`src/rtl/i2s_pkg.sv`:
```
// Shared definitions for the I2S transmit/receive blocks: channel masks,
// controller states and the effective sample-size rule.
package i2s_pkg;

  // Slot-enable masks; bit 1 gates the left (ws=0) slot, bit 0 the right (ws=1) slot
  localparam logic [1:0] CH_LEFT   = 2'b10;
  localparam logic [1:0] CH_RIGHT  = 2'b01;
  localparam logic [1:0] CH_STEREO = 2'b11;

  typedef enum logic [1:0] {
    StIdle,
    StSync,
    StActive
  } state_e;

  // Zero or anything above 32 means a full 32-bit sample
  function automatic logic [5:0] eff_size(input logic [5:0] size);
    if ((size == 6'd0) || (size > 6'd32)) begin
      return 6'd32;
    end
    return size;
  endfunction

endpackage

```
`src/rtl/i2s_edge_sync.sv`:
```
// Multi-flop synchronizer followed by an edge register. Produces the synchronized
// level plus one-cycle rise/fall pulses, all in the clk domain.
module i2s_edge_sync #(
  parameter int unsigned SYNC_STAGES = 2
) (
  input  logic clk,
  input  logic rst_n,
  input  logic d,
  output logic level,
  output logic rise,
  output logic fall
);

  logic [SYNC_STAGES-1:0] sync_q;
  logic                   prev_q;

  // Synchronizer chain and edge register
  always_ff @(posedge clk or negedge rst_n) begin
    if (!rst_n) begin
      sync_q <= '0;
      prev_q <= 1'b0;
    end else begin
      sync_q <= {sync_q[SYNC_STAGES-2:0], d};
      prev_q <= sync_q[SYNC_STAGES-1];
    end
  end

  // Edge pulses compare the newest synchronized value with the previous one
  always_comb begin
    level = sync_q[SYNC_STAGES-1];
    rise  = level & ~prev_q;
    fall  = ~level & prev_q;
  end

endmodule

```
`src/rtl/i2s_tx.sv`:
```
// I2S slave transmitter: follows an external sck/ws, serializes words from a
// one-entry holding register onto sd, MSB first, left-justified or I2S timing.
module i2s_tx
  import i2s_pkg::*;
#(
  parameter int unsigned SYNC_STAGES = 2
) (
  input  logic        clk,
  input  logic        rst_n,
  input  logic        sck,
  input  logic        ws,
  output logic        sd,
  input  logic        en,
  input  logic        left_justified,
  input  logic [5:0]  sample_size,
  input  logic [1:0]  channels,
  input  logic [31:0] tx_data,
  input  logic        tx_valid,
  output logic        tx_ready,
  output logic        underflow,
  output logic        busy
);

  logic sck_level, sck_rise, sck_fall;
  logic ws_level, ws_rise, ws_fall;

  i2s_edge_sync #(
    .SYNC_STAGES(SYNC_STAGES)
  ) u_sck_sync (
    .clk  (clk),
    .rst_n(rst_n),
    .d    (sck),
    .level(sck_level),
    .rise (sck_rise),
    .fall (sck_fall)
  );

  i2s_edge_sync #(
    .SYNC_STAGES(SYNC_STAGES)
  ) u_ws_sync (
    .clk  (clk),
    .rst_n(rst_n),
    .d    (ws),
    .level(ws_level),
    .rise (ws_rise),
    .fall (ws_fall)
  );

  state_e      state_q, state_d;
  logic        ws_q;
  logic        boundary;
  logic        act;
  logic        pend_q, pend_d;
  logic        chan_q, chan_d;
  logic        start_ch;
  logic        slot_start;
  logic        slot_on;
  logic        load;
  logic        accept;
  logic        rdy_en_q;
  logic        hold_valid_q, hold_valid_d;
  logic [31:0] hold_q, hold_d;
  logic [31:0] shift_q, shift_d;
  logic [5:0]  cnt_q, cnt_d;
  logic [5:0]  size_q, size_d;
  logic        sd_q, sd_d;
  logic        uf_q, uf_d;

  // ws is only meaningful at sck falls; remember the last sampled value
  always_ff @(posedge clk or negedge rst_n) begin
    if (!rst_n) begin
      ws_q <= 1'b0;
    end else if (sck_fall) begin
      ws_q <= ws_level;
    end
  end

  // Slot-start decode; a SYNC-state boundary is handled as the first real slot
  always_comb begin
    boundary   = sck_fall & (ws_level != ws_q);
    act        = en & ((state_q == StActive) | ((state_q == StSync) & boundary));
    start_ch   = pend_q ? chan_q : ws_level;
    slot_start = act & sck_fall & (pend_q | (boundary & left_justified));
    slot_on    = start_ch ? |(channels & CH_RIGHT) : |(channels & CH_LEFT);
    load       = slot_start & slot_on & hold_valid_q;
    tx_ready   = rdy_en_q & (~hold_valid_q | load);
    accept     = tx_valid & tx_ready;
  end

  // FSM state register
  always_ff @(posedge clk or negedge rst_n) begin
    if (!rst_n) begin
      state_q <= StIdle;
    end else begin
      state_q <= state_d;
    end
  end

  // FSM next state
  always_comb begin
    state_d = state_q;
    unique case (state_q)
      StIdle:   if (en) state_d = StSync;
      StSync: begin
        if (!en) begin
          state_d = StIdle;
        end else if (boundary) begin
          state_d = StActive;
        end
      end
      StActive: if (!en) state_d = StIdle;
      default:  state_d = StIdle;
    endcase
  end

  // FSM outputs
  always_comb begin
    busy = (state_q == StActive);
  end

  // Holding register: a same-cycle load and accept leaves it full with the new word
  always_comb begin
    hold_valid_d = hold_valid_q;
    hold_d       = hold_q;
    if (load) begin
      hold_valid_d = 1'b0;
    end
    if (accept) begin
      hold_valid_d = 1'b1;
      hold_d       = tx_data;
    end
  end

  // Serializer next state
  always_comb begin
    shift_d = shift_q;
    cnt_d   = cnt_q;
    size_d  = size_q;
    sd_d    = sd_q;
    pend_d  = pend_q;
    chan_d  = chan_q;
    uf_d    = 1'b0;
    if (!act) begin
      shift_d = '0;
      cnt_d   = '0;
      sd_d    = 1'b0;
      pend_d  = 1'b0;
    end else if (sck_fall) begin
      if (boundary) begin
        chan_d = ws_level;
      end
      pend_d = boundary & ~left_justified;
      if (slot_start) begin
        size_d  = eff_size(sample_size);
        // Left-align so bit size-1 of the word becomes bit 31
        shift_d = load ? (hold_q << (6'd32 - size_d)) : '0;
        cnt_d   = 6'd1;
        sd_d    = shift_d[31];
        uf_d    = slot_on & ~hold_valid_q;
      end else if (boundary & ~left_justified) begin
        // I2S delay bit: the previous bit stays on the line
        sd_d = sd_q;
      end else if (cnt_q < size_q) begin
        shift_d = {shift_q[30:0], 1'b0};
        cnt_d   = cnt_q + 6'd1;
        sd_d    = shift_d[31];
      end else begin
        sd_d = 1'b0;
      end
    end
  end

  // Datapath registers
  always_ff @(posedge clk or negedge rst_n) begin
    if (!rst_n) begin
      rdy_en_q     <= 1'b0;
      hold_valid_q <= 1'b0;
      hold_q       <= '0;
      shift_q      <= '0;
      cnt_q        <= '0;
      size_q       <= 6'd32;
      sd_q         <= 1'b0;
      pend_q       <= 1'b0;
      chan_q       <= 1'b0;
      uf_q         <= 1'b0;
    end else begin
      rdy_en_q     <= 1'b1;
      hold_valid_q <= hold_valid_d;
      hold_q       <= hold_d;
      shift_q      <= shift_d;
      cnt_q        <= cnt_d;
      size_q       <= size_d;
      sd_q         <= sd_d;
      pend_q       <= pend_d;
      chan_q       <= chan_d;
      uf_q         <= uf_d;
    end
  end

  // Registered outputs
  always_comb begin
    sd        = sd_q;
    underflow = uf_q;
  end

endmodule

```
`config.mk`:
```
export PLATFORM = sky130hd
export DESIGN_NAME = i2s_tx
export DESIGN_NICKNAME = d
export VERILOG_FILES = /design/src/rtl/i2s_pkg.sv /design/src/rtl/i2s_edge_sync.sv /design/src/rtl/i2s_tx.sv
export SDC_FILE = /design/constraint.sdc
export NUM_CORES = 1
export LEC_CHECK = 0
export CAP_MARGIN = 20
export CELL_PAD_IN_SITES_DETAIL_PLACEMENT = 0
export CELL_PAD_IN_SITES_GLOBAL_PLACEMENT = 1
export CORE_AREA = 2 2 157 159
export DETAILED_ROUTE_END_ITERATION = 7
export DIE_AREA = 0 0 159 161
export DONT_BUFFER_PORTS = 1
export PLACE_DENSITY_LB_ADDON = 0.1
export SLEW_MARGIN = 25
export SYNTH_ARGS = -nofsm -noshare
export SYNTH_HDL_FRONTEND = slang
export SYNTH_SLANG_ARGS = --single-unit
```
`constraint.sdc`:
```
create_clock -name clk -period 2.1 [get_ports clk]
set_input_delay 0.525 -clock clk [delete_from_list [all_inputs] [get_ports clk]]
set_output_delay 0.525 -clock clk [all_outputs]
set_load 0.1 [all_outputs]
```
### After elaboration in Yosys (flattened, before gate mapping)

Index checks and enable logic that the tools add are counted.

| storage, ports and cells | value |
|---|---|
| bits in registers | 89 |
| RAM bits | 0 |
| word-level logic and storage cells | 96 |
| latch bits | 0 |
| memories | 0 |
| memory bits (read-only) | 0 |

| operators by class | value |
|---|---|
| add/sub/neg operators | 2 |
| multipliers | 0 |
| reductions and logical operators | 9 |
| equal/unequal tests | 9 |
| order comparisons | 2 |
| mux-type cells | 39 |
| bitwise operators | 19 |
| div/mod/pow operators | 0 |
| shifts and indexed selects | 1 |

Operators by type and width:

| kind | number |
|---|---|
| $mux 31 | 5 |
| $mux 6 | 10 |
| $mux 32 | 1 |
| $shl 32x6->32 | 1 |
| $mux 1 | 18 |
| $and 1x1->1 | 13 |
| $reduce_and 3->1 | 4 |
| $mux 2 | 4 |
| $add 6x1->6 const B | 1 |
| $gt 6x6->1 const B | 1 |
| $logic_not 6->1 | 1 |
| $lt 6x6->1 | 1 |
| $ne 2x2->1 const B | 3 |
| $ne 3x3->1 const B | 2 |
| $pmux 2 s3 | 1 |
| $sub 6x6->6 const A | 1 |
| $ne 3x1->1 const B | 1 |
| $not 1->1 | 3 |
| $or 1x1->1 | 3 |
| $eq 2x1->1 const B | 1 |
| $eq 2x2->1 const B | 1 |
| $logic_not 2->1 | 1 |
| $reduce_and 2->1 | 1 |
| $reduce_bool 2->1 | 1 |
| other kinds (2) | 2 |

### Longest topological paths before layout

Gate-level depths: netlist of run 1.

| depth | value |
|---|---|
| depth in word-level cells | 21 |
| mapped depth | 15 |
| mapped depth without buffers | 10 |

### Hierarchy

A second synthesis of run 1 with hierarchy kept.

| second synthesis, totals | value |
|---|---|
| cell total of the unflattened synthesis | 531 |
| area total of the unflattened synthesis | 5933.2 sq um |

By module, submodules not included:

| module | area each (sq um) | sequential area each (sq um) | times used | cells each |
|---|---|---|---|---|
| i2s_tx | 5753.0 | 2103.3 | 1 | 521 |
| i2s_edge_sync | 90.1 | 75.1 | 2 | 5 |

### Worst setup path before layout of run 1

OpenSTA, ideal clock, no wires.

| timing path | value |
|---|---|
| kind | reg2out |
| from | register state_q[0] |
| to | output tx_ready |
| data required time | 1575 ps |
| arrival | 3416 ps |
| path slack | -1841 ps |
| cell stages (with the launch flop) | 6 |
| path buffers | 0 |
| cell sequence | dfrtp_1 nor2b_1 a31oi_1 or3_4 o21ai_2 and2_1 |

RTL lines:

| what | RTL line | text |
|---|---|---|
| from (decl) | i2s_tx.sv:49 | `state_e state_q, state_d;` |
| from (signal assigned) | i2s_tx.sv:93 | `state_q <= StIdle;` |
| from (signal assigned) | i2s_tx.sv:95 | `state_q <= state_d;` |
| $eq 2x2->1 | - |  |
| named net busy | i2s_tx.sv:21 | `output logic busy` |
| $or 1x1->1 | i2s_tx.sv:81 | `act = en & ((state_q == StActive) \| ((state_q == StSync) & boundary));` |
| $and 1x1->1 | i2s_tx.sv:81 |  |
| $and 1x1->1 (2 in a row) | i2s_tx.sv:83 | `slot_start = act & sck_fall & (pend_q \| (boundary & left_justified));` |
| $and 1x1->1 (2 in a row) | i2s_tx.sv:85 | `load = slot_start & slot_on & hold_valid_q;` |
| $or 1x1->1 | i2s_tx.sv:86 | `tx_ready = rdy_en_q & (~hold_valid_q \| load);` |
| $and 1x1->1 | i2s_tx.sv:86 |  |
| to (decl) | i2s_tx.sv:19 | `output logic tx_ready,` |

The timed path passes the listed nets, and every way through them passes these cells.

### Worst setup path after layout of run 1

| timing path | value |
|---|---|
| from | register ws_q |
| to | output tx_ready |

| between the ends | value |
|---|---|
| longest elaborated chain between the ends | 11 |

RTL lines:

| what | RTL line | text |
|---|---|---|
| from (decl) | i2s_tx.sv:50 | `logic ws_q;` |
| from (signal assigned) | i2s_tx.sv:74 | `ws_q <= ws_level;` |
| $ne 1x1->1 (*) | i2s_tx.sv:80 | `boundary = sck_fall & (ws_level != ws_q);` |
| $and 1x1->1 (*) | i2s_tx.sv:80 |  |
| $and 1x1->1 | i2s_tx.sv:81 |  |
| $or 1x1->1 | i2s_tx.sv:81 |  |
| $and 1x1->1 | i2s_tx.sv:81 |  |
| $and 1x1->1 | i2s_tx.sv:83 |  |
| $and 1x1->1 (*) | i2s_tx.sv:83 |  |
| $and 1x1->1 (*) (2 in a row) | i2s_tx.sv:85 |  |
| $or 1x1->1 (*) | i2s_tx.sv:86 |  |
| $and 1x1->1 (*) | i2s_tx.sv:86 |  |

Every way passes the cells marked *; elsewhere a longest branch is shown, timed or not.

==> results of run 1 <==
-- registers in the layout, indices dropped and copies added, names as in the netlist, 2 cells and up --
signal / flops
shift_q: 31
hold_q: 32
u_ws_sync.sync_q: 2
u_sck_sync.sync_q: 2
state_q: 2
cnt_q: 6
size_q: 6
-- path summary, 6_finish.rpt --
path | endpoint | slack, ns | cells past startpoint
max | tx_ready | -0.47 | 6
min | cnt_q[3] | -0.14 | 0
max reg2reg | hold_q[26] | -0.37 | 9
min reg2reg | u_ws_sync.sync_q[1] | 0.36 | 0
max in group asynchronous | size_q[5] | 2.03 | 0
min in group clk | u_ws_sync.sync_q[0] | 0.19 | 0
-- per-stage QoR --
step / util / cell area [um2]
3_5_place_dp: 0.299 / 7170
2_1_floorplan: - / 6090
4_1_cts: 0.343 / 8230
6_report: 0.368 / 8820
5_1_grt: 0.368 / 8820
3_3_place_gp: 0.299 / 7170
-- final cells by class --
cell class	instances	share of cell area
Tap cell	324	0.0459
Clock buffer	10	0.0260
Inverter	12	0.00539
Timing Repair Buffer	175	0.191
Sequential cell	89	0.253
Multi-Input combinational cell	429	0.469
Clock inverter	6	0.0104
-- critical path, cell delays in order (launching register included) --
cell and delay (ns):
dfrtp_2 0.45, xor2_4 0.25, a31oi_4 0.11, or3_4 0.40, o21ai_4 0.14, and2_4 0.17
buf_12 0.16
-- metal layers --
metal	vias up	share of wire	track usage
met5	-	0	0
met4	0	0.017	0.0372
met3	21	0.027	0.0313
met2	87	0.49	0.277
met1	2591	0.46	0.212
li1	2421	-	-
-- cell usage in the layout (no fill, tap or decap), drive strengths merged, types with 12 or more instances in the layout --
cell and n:
dfrtp 88, nor2 35, nand2 61, a21oi 22, clkbuf 12, buf 172, mux2 41, o21ai 38
a22oi 18, inv 13, mux2i 58, nand3 12, mux4 14
-- kinds of logic (layout without fill, tap and decap cells) --
kind of cell / Yosys count / in the layout / share of synthesized area
buf+inv: 53 / 203 / 0.0505
fa+ha+maj: 7 / 7 / 0.0149
flops: 89 / 89 / 0.380
other cells: 1 / 1 / 0.000639
compound gates: 145 / 145 / 0.168
xor+xnor: 9 / 9 / 0.0173
simple gates: 152 / 154 / 0.124
mux: 113 / 113 / 0.244
-- power breakdown --
group,switching (mW),total (mW),internal [mW]
sequential,0.207,2.06,1.85
combinational,1.03,2.25,1.22
clock,0.777,1.83,1.05
total,2.02,6.14,4.12
-- timing repair --
item	4_1_cts	5_1_grt
hold endpoints to repair	88	88
gates resized for setup	82	109
pin swaps	29	57
gates cloned	6	3
endpoints found under the setup margin	70	71
setup buffers	33	19
==> impl_metrics.tcl, run 1 <==
set metrics [dict create \
    grt_usage 0.162 \
    max_slew_margin 0.632 \
    synth_most_common_cell "dfrtp_1" \
    run_status "complete, but fails checks" \
    ant_nets 0 \
    final.setup.tns_ns -13.89 \
    crit_path_end_kind "primary output" \
    cts_max_level 3 \
    setup_viol 65 \
    routedWlPerCell_um 20.0 \
    wirelength_um 20900 \
    synth_top_area_cell "dfrtp_1" \
    power.density_mw_per_mm2 696 \
    drive_gt1_frac 0.505 \
    synthTopCellsByArea "dfrtp_1 (38%), mux2i_1 (9.9%), mux4_2 (5.4%)" \
    cts_buffers 9 \
    antennaDiodeCount 0 \
    grt_max_degree 90 \
    cts_buffer_depth 2 \
    dp_hpwl_um 14200 \
    dieArea_mm2 0.0256 \
    synth_edf_count 0 \
    fin_crit_ns 2.57 \
    worstMarginPinSlew_ns 0.546 \
    gp_congestion 0.823 \
    first_pass_iters 4 \
    slew_violations 0 \
    clkTransAtPathRegs_ns 0.07 \
    maxCapViolations 0 \
    timing.final.crit_share 1.22 \
    netlist_instances 569 \
    finalHoldViolCount 88 \
    fill_cells 2424 \
    route.vias.total 5120 \
    rsz0062_at_grt "true" \
    ys_types 72 \
    antenna_found_initial 0 \
    syn_to_final_growth_pct 50.4 \
    setup_ws_ns -0.471 \
    rows 57 \
    netlist_top_cells_count "dfrtp_1 (88), nand2_1 (61), mux2i_1 (58), o21ai_0 (36), nor2_1 (34)" \
    leakagePower_nw 3.71 \
    place_ws_ns -0.766 \
    cts_tree "yes" \
    ios 51 \
    grt-ovfl-total 0 \
    final-instance-count-excl-fill 1045 \
    grt_pass1_wl_um 32200 \
    ys.flop_type "dfrtp_1" \
    synth_area_per_cell_um2 10.3 \
    root_buffer "clkbuf_16" \
    die_y_um 161 \
    dieWidth_um 159 \
    startpoint_type "register" \
    start_util 0.245 \
    drcViolationCount 0 \
    drt-vias-per-instance 4.90 \
    worstPathArrival_ns 2.05 \
    core_area_mm2 0.0240 \
    synthesis.nets 623 \
    grt_pass1_vias 5435 \
    synth_top_area_frac 0.375 \
    yosys_warnings 0 \
    startpoint "ws_q" \
    skew_ns 0.00826 \
    crit_fanout 4 \
    final-seq-area_mm2 0.00223 \
    critPathKind "register to primary output" \
    multi_input_area_mm2 0.00414 \
    dp.cells 977 \
    hold_ws_ns -0.137 \
    synth_seq_cells 89 \
    layout.nets 770 \
    ir_drop_uv 442 \
    violations "negative hold slack, negative setup slack" \
    synthesis.area_mm2 0.00587 \
    clk_latency_ns 0.36 \
    ys_async_sr_fraction 1.00 \
    hp-class "input port to asynchronous set/reset pin" \
    crit_required_ns 1.57 \
    cts_sinks 89 \
    fmax_ghz 0.389 \
    port_buffers 0 \
    synth_seq_area_share 0.380 \
    drtIter0Drc 338 \
    power.total_mw 6.14 \
    rr_startpoint "ws_q" \
]
No activity file was read; power rests on OpenSTA's default activity.
==> run 2, diff against run 1 <==
--- a/config.mk
+++ b/config.mk
@@ -5,12 +5,13 @@
 export SDC_FILE = /design/constraint.sdc
 export NUM_CORES = 1
 export LEC_CHECK = 0
+export ABC_AREA = 1
 export CAP_MARGIN = 20
 export CELL_PAD_IN_SITES_DETAIL_PLACEMENT = 0
 export CELL_PAD_IN_SITES_GLOBAL_PLACEMENT = 1
-export CORE_AREA = 2 2 157 159
+export CORE_AREA = 2 2 125 127
 export DETAILED_ROUTE_END_ITERATION = 7
-export DIE_AREA = 0 0 159 161
+export DIE_AREA = 0 0 127 129
 export DONT_BUFFER_PORTS = 1
 export PLACE_DENSITY_LB_ADDON = 0.1
 export SLEW_MARGIN = 25
==> impl_metrics.tcl, run 2 <==
set metrics [dict create \
    run_status "complete, but fails checks" \
    violations "negative hold slack, negative setup slack" \
    place_ws_ns -0.474 \
    largest_reg_flops 32 \
    first_pass_iters 5 \
    cpMostUsedCell "nor2_4" \
    drt-vias-per-instance 5.35 \
    fin_crit_ns 2.31 \
    highest_layer "met4" \
    grt-ovfl-total 0 \
    routedWlPerCell_um 16.7 \
    final-seq-area_mm2 0.00223 \
    synth_edf_count 0 \
    synthesis.nets 1001 \
    dr_wl_met2_um 9660 \
    die_y_um 129 \
    grt_usage 0.236 \
    fill_cells 1474 \
    final_common_cell "nand2_1" \
    cts_max_level 3 \
    grt_pass1_vias 5918 \
    slew_violations 0 \
    synth_most_common_cell "nand2_1" \
    port_buffers 0 \
    fmax_ghz 0.432 \
    synth_top_area_frac 0.365 \
    grt_max_degree 90 \
    clkTransAtPathRegs_ns 0.06 \
    maxCapViolations 0 \
    timing.final.crit_share 1.10 \
    hp-class "input port to asynchronous set/reset pin" \
    cts_buffer_depth 2 \
    crit_path_end_kind "primary output" \
    cts_tree "yes" \
    core_area_mm2 0.0150 \
    met3_length_um 765 \
    synth_top_area_cell "dfrtp_1" \
    drtIter0Drc 430 \
    dieWidth_um 127 \
    largest_register "hold_q" \
    ir_drop_uv 512 \
    layout.nets 1036 \
    clk_latency_ns 0.35 \
    multi_input_area_mm2 0.00403 \
    rows 45 \
    synthTopCellsByArea "dfrtp_1 (36%), nand2_1 (28%), nand3_1 (18%)" \
    leakagePower_nw 4.16 \
    reg.largest.list "hold_q (32), shift_q (31)" \
    cts_buffers 9 \
    dp_hpwl_um 12900 \
    rsz0062_at_grt "true" \
    crit_fanout 5 \
    ys.flop_type "dfrtp_1" \
    netlist_instances 947 \
    antenna_found_initial 0 \
    final-instance-count-excl-fill 1175 \
    skew_ns 0.00854 \
    ff2ff_setup_slack_ns 0.03 \
    startpoint_type "register" \
    start_util 0.403 \
    ys_async_sr_fraction 1.00 \
    critical_path.cell_chain "nor2_4 -> inv_2 -> nor2_4 -> nand2_1 -> nand2_2 -> nand4_4 -> a21boi_4 -> buf_12" \
    hold_ws_ns -0.140 \
    ios 51 \
    slowest_delay_ns 0.41 \
    yosys_warnings 0 \
    route.vias.total 6283 \
    root_buffer "clkbuf_16" \
    critPathTopFamily "simple AND/OR/NAND/NOR gates" \
    dieArea_mm2 0.0164 \
    ant_nets 0 \
    grt_pass1_wl_um 30500 \
    dp.cells 1132 \
    netlist_top_cells_count "nand2_1 (448), nand3_1 (214), dfrtp_1 (88), inv_1 (53), buf_2 (29)" \
    cts_sinks 89 \
    reg2reg_depth 14 \
    critical_path_depth 8 \
    drcViolationCount 0 \
    synth_area_per_cell_um2 6.37 \
    worstPathArrival_ns 1.79 \
    power.density_mw_per_mm2 800 \
    setup_ws_ns -0.213 \
    syn_to_final_growth_pct 33.1 \
    ys_types 31 \
    wirelength_met1_um 8710 \
    crit_buf_inv 2 \
    critPathKind "register to primary output" \
    wirelength_um 19600 \
    gp_congestion 0.896 \
    synthesis.area_mm2 0.00604 \
    slowest_stage "dfrtp_1" \
    finalHoldViolCount 88 \
    layout_common_cells "nand2_1 (404), nand3_1 (124), dfrtp_1 (88)" \
    crit_required_ns 1.57 \
    synth_seq_area_share 0.369 \
    setup_viol 1 \
    antennaDiodeCount 0 \
    drive_gt1_frac 0.270 \
    synth_seq_cells 89 \
]
[run 2: report_power, final]
part	leakage (nW)	switching, mW	internal, mW
logic	2.86	1.56	0.944
clock network	0.149	0.690	0.988
registers	1.16	0.237	2.00
total	4.16	2.49	3.93
[run 2: final timing paths]
kind                                      start                  end
setup / recovery           u_sck_sync.sync_q[1]             tx_ready
hold / removal                            rst_n           hold_q[29]
setup reg to reg           u_sck_sync.sync_q[1]            hold_q[4]
hold reg to reg             u_ws_sync.sync_q[0]  u_ws_sync.sync_q[1]
max in group asynchronous                 rst_n            size_q[5]
min in group clk                             ws  u_ws_sync.sync_q[0]
[run 2: kinds of logic after synthesis]
logic type	after synthesis	synth area share
fa+ha+maj	7	0.0145
other cells	1	0.000621
simple gates	704	0.498
compound gates	34	0.0315
flops	89	0.369
xor+xnor	3	0.00435
buf+inv	109	0.0819
[run 2: worst reg2reg max path, stage by stage, from the launching register on]
cell       delay, ns
dfrtp_1         0.41
nor2_4          0.10
inv_2           0.06
nor2_4          0.15
nand2_1         0.08
nand2_2         0.10
nand4_4         0.13
a21boi_4        0.19
buf_4           0.13
buf_4           0.13
buf_8           0.11
buf_4           0.14
clkbuf_16       0.16
nand3_1         0.07
nand2_1         0.06
[run 2: timing repair]
action                     in CTS  in global routing
resized for setup              20                146
pin swaps                       9                 49
buffers inserted                6                 11
gates cloned                    5                  6
hold endpoints to repair       88                 88
setup endpoints to repair      30                 66
[run 2: metal layers]
metal  vias to the layer above  track usage
met1                      3001        0.314
met3                        29       0.0366
met2                       155        0.392
li1                       3098            -
met5                         -            0
met4                         0       0.0834
[run 2: cell type report]
class	count	area share
timing repair inverter	2	0.00343
clock inverter	4	0.00639
inverter	58	0.0344
sequential	89	0.277
multi-input combinational	749	0.502
timing repair buffer	73	0.116
tap	188	0.0293
clock buffer	12	0.0319
[run 2: per-stage QoR]
step / cell area, um2 / TNS [ns] / utilization / total power [mW]
floorplan: 6280 / -3.92 / - / 3.65
global placement: 6640 / -8.20 / 0.444 / 4.16
detailed placement: 6640 / -10.64 / 0.444 / 4.17
CTS: 7220 / -0.254 / 0.482 / 6.00
global route: 8030 / -3.22 / 0.536 / 6.85
finish: 8030 / -0.213 / 0.536 / 6.42
==> run 3, diff against run 2 <==
--- a/config.mk
+++ b/config.mk
@@ -5,13 +5,12 @@
 export SDC_FILE = /design/constraint.sdc
 export NUM_CORES = 1
 export LEC_CHECK = 0
-export ABC_AREA = 1
 export CAP_MARGIN = 20
 export CELL_PAD_IN_SITES_DETAIL_PLACEMENT = 0
 export CELL_PAD_IN_SITES_GLOBAL_PLACEMENT = 1
-export CORE_AREA = 2 2 125 127
+export CORE_AREA = 2 2 112 114
 export DETAILED_ROUTE_END_ITERATION = 7
-export DIE_AREA = 0 0 127 129
+export DIE_AREA = 0 0 114 116
 export DONT_BUFFER_PORTS = 1
 export PLACE_DENSITY_LB_ADDON = 0.1
 export SLEW_MARGIN = 25
==> constraint.sdc (replaced) <==
create_clock -name clk -period 3 [get_ports clk]
set_input_delay 0.75 -clock clk [delete_from_list [all_inputs] [get_ports clk]]
set_output_delay 0.75 -clock clk [all_outputs]
set_load 0.1 [all_outputs]
==> impl_metrics.tcl, run 3 (same netlist as run 1, synthesis figures left out) <==
set metrics [dict create \
    run_status "complete, no violations" \
    cts_buffers 9 \
    p_seq_frac 0.391 \
    clkTransAtPathRegs_ns 0.07 \
    cts_max_level 3 \
    dp_hpwl_um 10700 \
    fin_crit_ns 2.91 \
    swShare 0.309 \
    grt_max_degree 90 \
    slowest_delay_ns 0.46 \
    cts_sinks 89 \
    core_area_mm2 0.0119 \
    p_clk_frac 0.336 \
    grt_pass1_wl_um 24100 \
    final_common_cell "dfrtp_1" \
    start_util 0.493 \
    clk_latency_ns 0.36 \
    ir_drop_uv 480 \
    leakagePower_nw 2.80 \
    crit_path_end_kind "primary output" \
    port_buffers 0 \
    worstMarginPinSlew_ns 0.901 \
    route.vias.total 4465 \
    antennaDiodeCount 0 \
    largest_register "hold_q" \
    slowest_stage "dfrtp_2" \
    dp.cells 711 \
    dieArea_mm2 0.0132 \
    drt-vias-per-instance 6.14 \
    p_int_mw 2.51 \
    power.density_mw_per_mm2 556 \
    rows 40 \
    rsz0062_at_grt "false" \
    layout.nets 629 \
    cts_tree "yes" \
    grt-ovfl-total 0 \
    cts_hold_buf 0 \
    maxCapViolations 0 \
    final.setup.tns_ns 0 \
    grt_pass1_vias 4444 \
    fmax_ghz 0.344 \
    gp_congestion 0.884 \
    startpoint_type "register" \
    reg.largest.list "hold_q (32), shift_q (31)" \
    skew_ns 0.0136 \
    drive_gt1_frac 0.217 \
    routedWlPerCell_um 20.1 \
    max_slew_margin 0.399 \
    critical_path.cell_chain "xor2_4 -> a31oi_4 -> or3_4 -> o21ai_2 -> and2_2 -> buf_12" \
    drtIter0Drc 288 \
    die_y_um 116 \
    worstPathArrival_ns 2.16 \
    final-instance-count-excl-fill 727 \
    crit_required_ns 2.25 \
    syn_to_final_growth_pct 11.2 \
    grt_usage 0.235 \
    critPathKind "register to primary output" \
    timing.final.crit_share 0.969 \
    crit_fanout 4 \
    slew_violations 0 \
    placed_area_mm2 0.00617 \
    ant_nets 0 \
    dieWidth_um 114 \
    layout_common_cells "dfrtp_1 (86), nand2_1 (61), mux2i_1 (54)" \
    largest_reg_flops 32 \
    wirelength_um 14600 \
    hp-class "input port to asynchronous set/reset pin" \
    finalHoldViolCount 0 \
    antenna_found_initial 0 \
    drcViolationCount 0 \
    cts_buffer_depth 2 \
    ios 51 \
    first_pass_iters 7 \
    root_buffer "clkbuf_16" \
    stdcell_area_mm2 0.00653 \
    p_switching_mw 1.12 \
    setup_viol 0 \
    pwr-share-comb 0.273 \
]
-- run 3: cell types whose count changed in the layout (fill, tap and decap cells not counted), sizes merged, moves of 12 or more --
cell   delta
nand2   -395
nand3   -204
mux2i    +58
inv      -42
mux2     +41
buf      -31
a21oi    +18
a22oi    +18
mux4     +14
o21ai    +12
-- run 3: power groups by stage --
| stage | Sequential [mW] | Combinational (mW) | Clock [mW] |
|---|---|---|---|
| floorplan | 1.40 | 0.762 | 0 |
| global placement | 1.44 | 0.972 | 0 |
| detailed placement | 1.44 | 0.976 | 0 |
| CTS | 1.42 | 0.985 | 1.24 |
| global route | 1.44 | 1.08 | 1.29 |
| finish | 1.42 | 0.989 | 1.22 |
-- run 3: repair_timing --
item / CTS / global route
buffers inserted: 0 / 0
pin swaps: 1 / 1
gates resized for setup: 5 / 2
endpoints found under the setup margin: 1 / 1
-- run 3: critical path, delay by kind of cell (launching register included) --
kind | cells | cell delay (ns)
flops | 1 | 0.46
buf+inv | 1 | 0.17
compound gates | 2 | 0.33
simple gates | 2 | 0.60
xor+xnor | 1 | 0.24
-- run 3: layout make-up --
cell class / count / area (um2)
clock buffer: 12 / 267
clock inverter: 4 / 56.3
fill: 1066 / 5390
inverter: 12 / 47.5
multi-input combinational: 427 / 3440
sequential: 89 / 2230
tap: 147 / 184
timing repair buffer: 36 / 295
-- run 3: layer usage --
metal,wire [um],vias up,GRT usage
met4,182,0,0.0699
li1,-,2137,-
met3,732,11,0.0460
met2,7020,98,0.386
met1,6660,2219,0.319
met5,0,-,0
-- run 3: final timing paths --
check / start / endpoint / slack [ns] / cells past startpoint
max in group asynchronous: rst_n / size_q[5] / 2.73 / 0
max: ws_q / tx_ready / 0.09 / 6
min: rst_n / shift_q[11] / 0.09 / 0
min reg2reg: u_sck_sync.sync_q[0] / u_sck_sync.sync_q[1] / 0.35 / 0
min in group clk: u_sck_sync.sync_q[0] / u_sck_sync.sync_q[1] / 0.35 / 0
max reg2reg: cnt_q[3] / shift_q[5] / 0.31 / 8
-- run 3: per-stage QoR --
stage | util | total power [mW] | hold slack (ns) | setup WS [ns]
floorplan | - | 2.16 | 0.331 | -0.0552
global placement | 0.518 | 2.41 | 0.340 | 0.107
detailed placement | 0.518 | 2.42 | 0.337 | 0.0461
CTS | 0.547 | 3.65 | 0.0704 | 0.00573
global route | 0.548 | 3.81 | 0.0704 | 0.00974
finish | 0.548 | 3.63 | 0.0880 | 0.0937
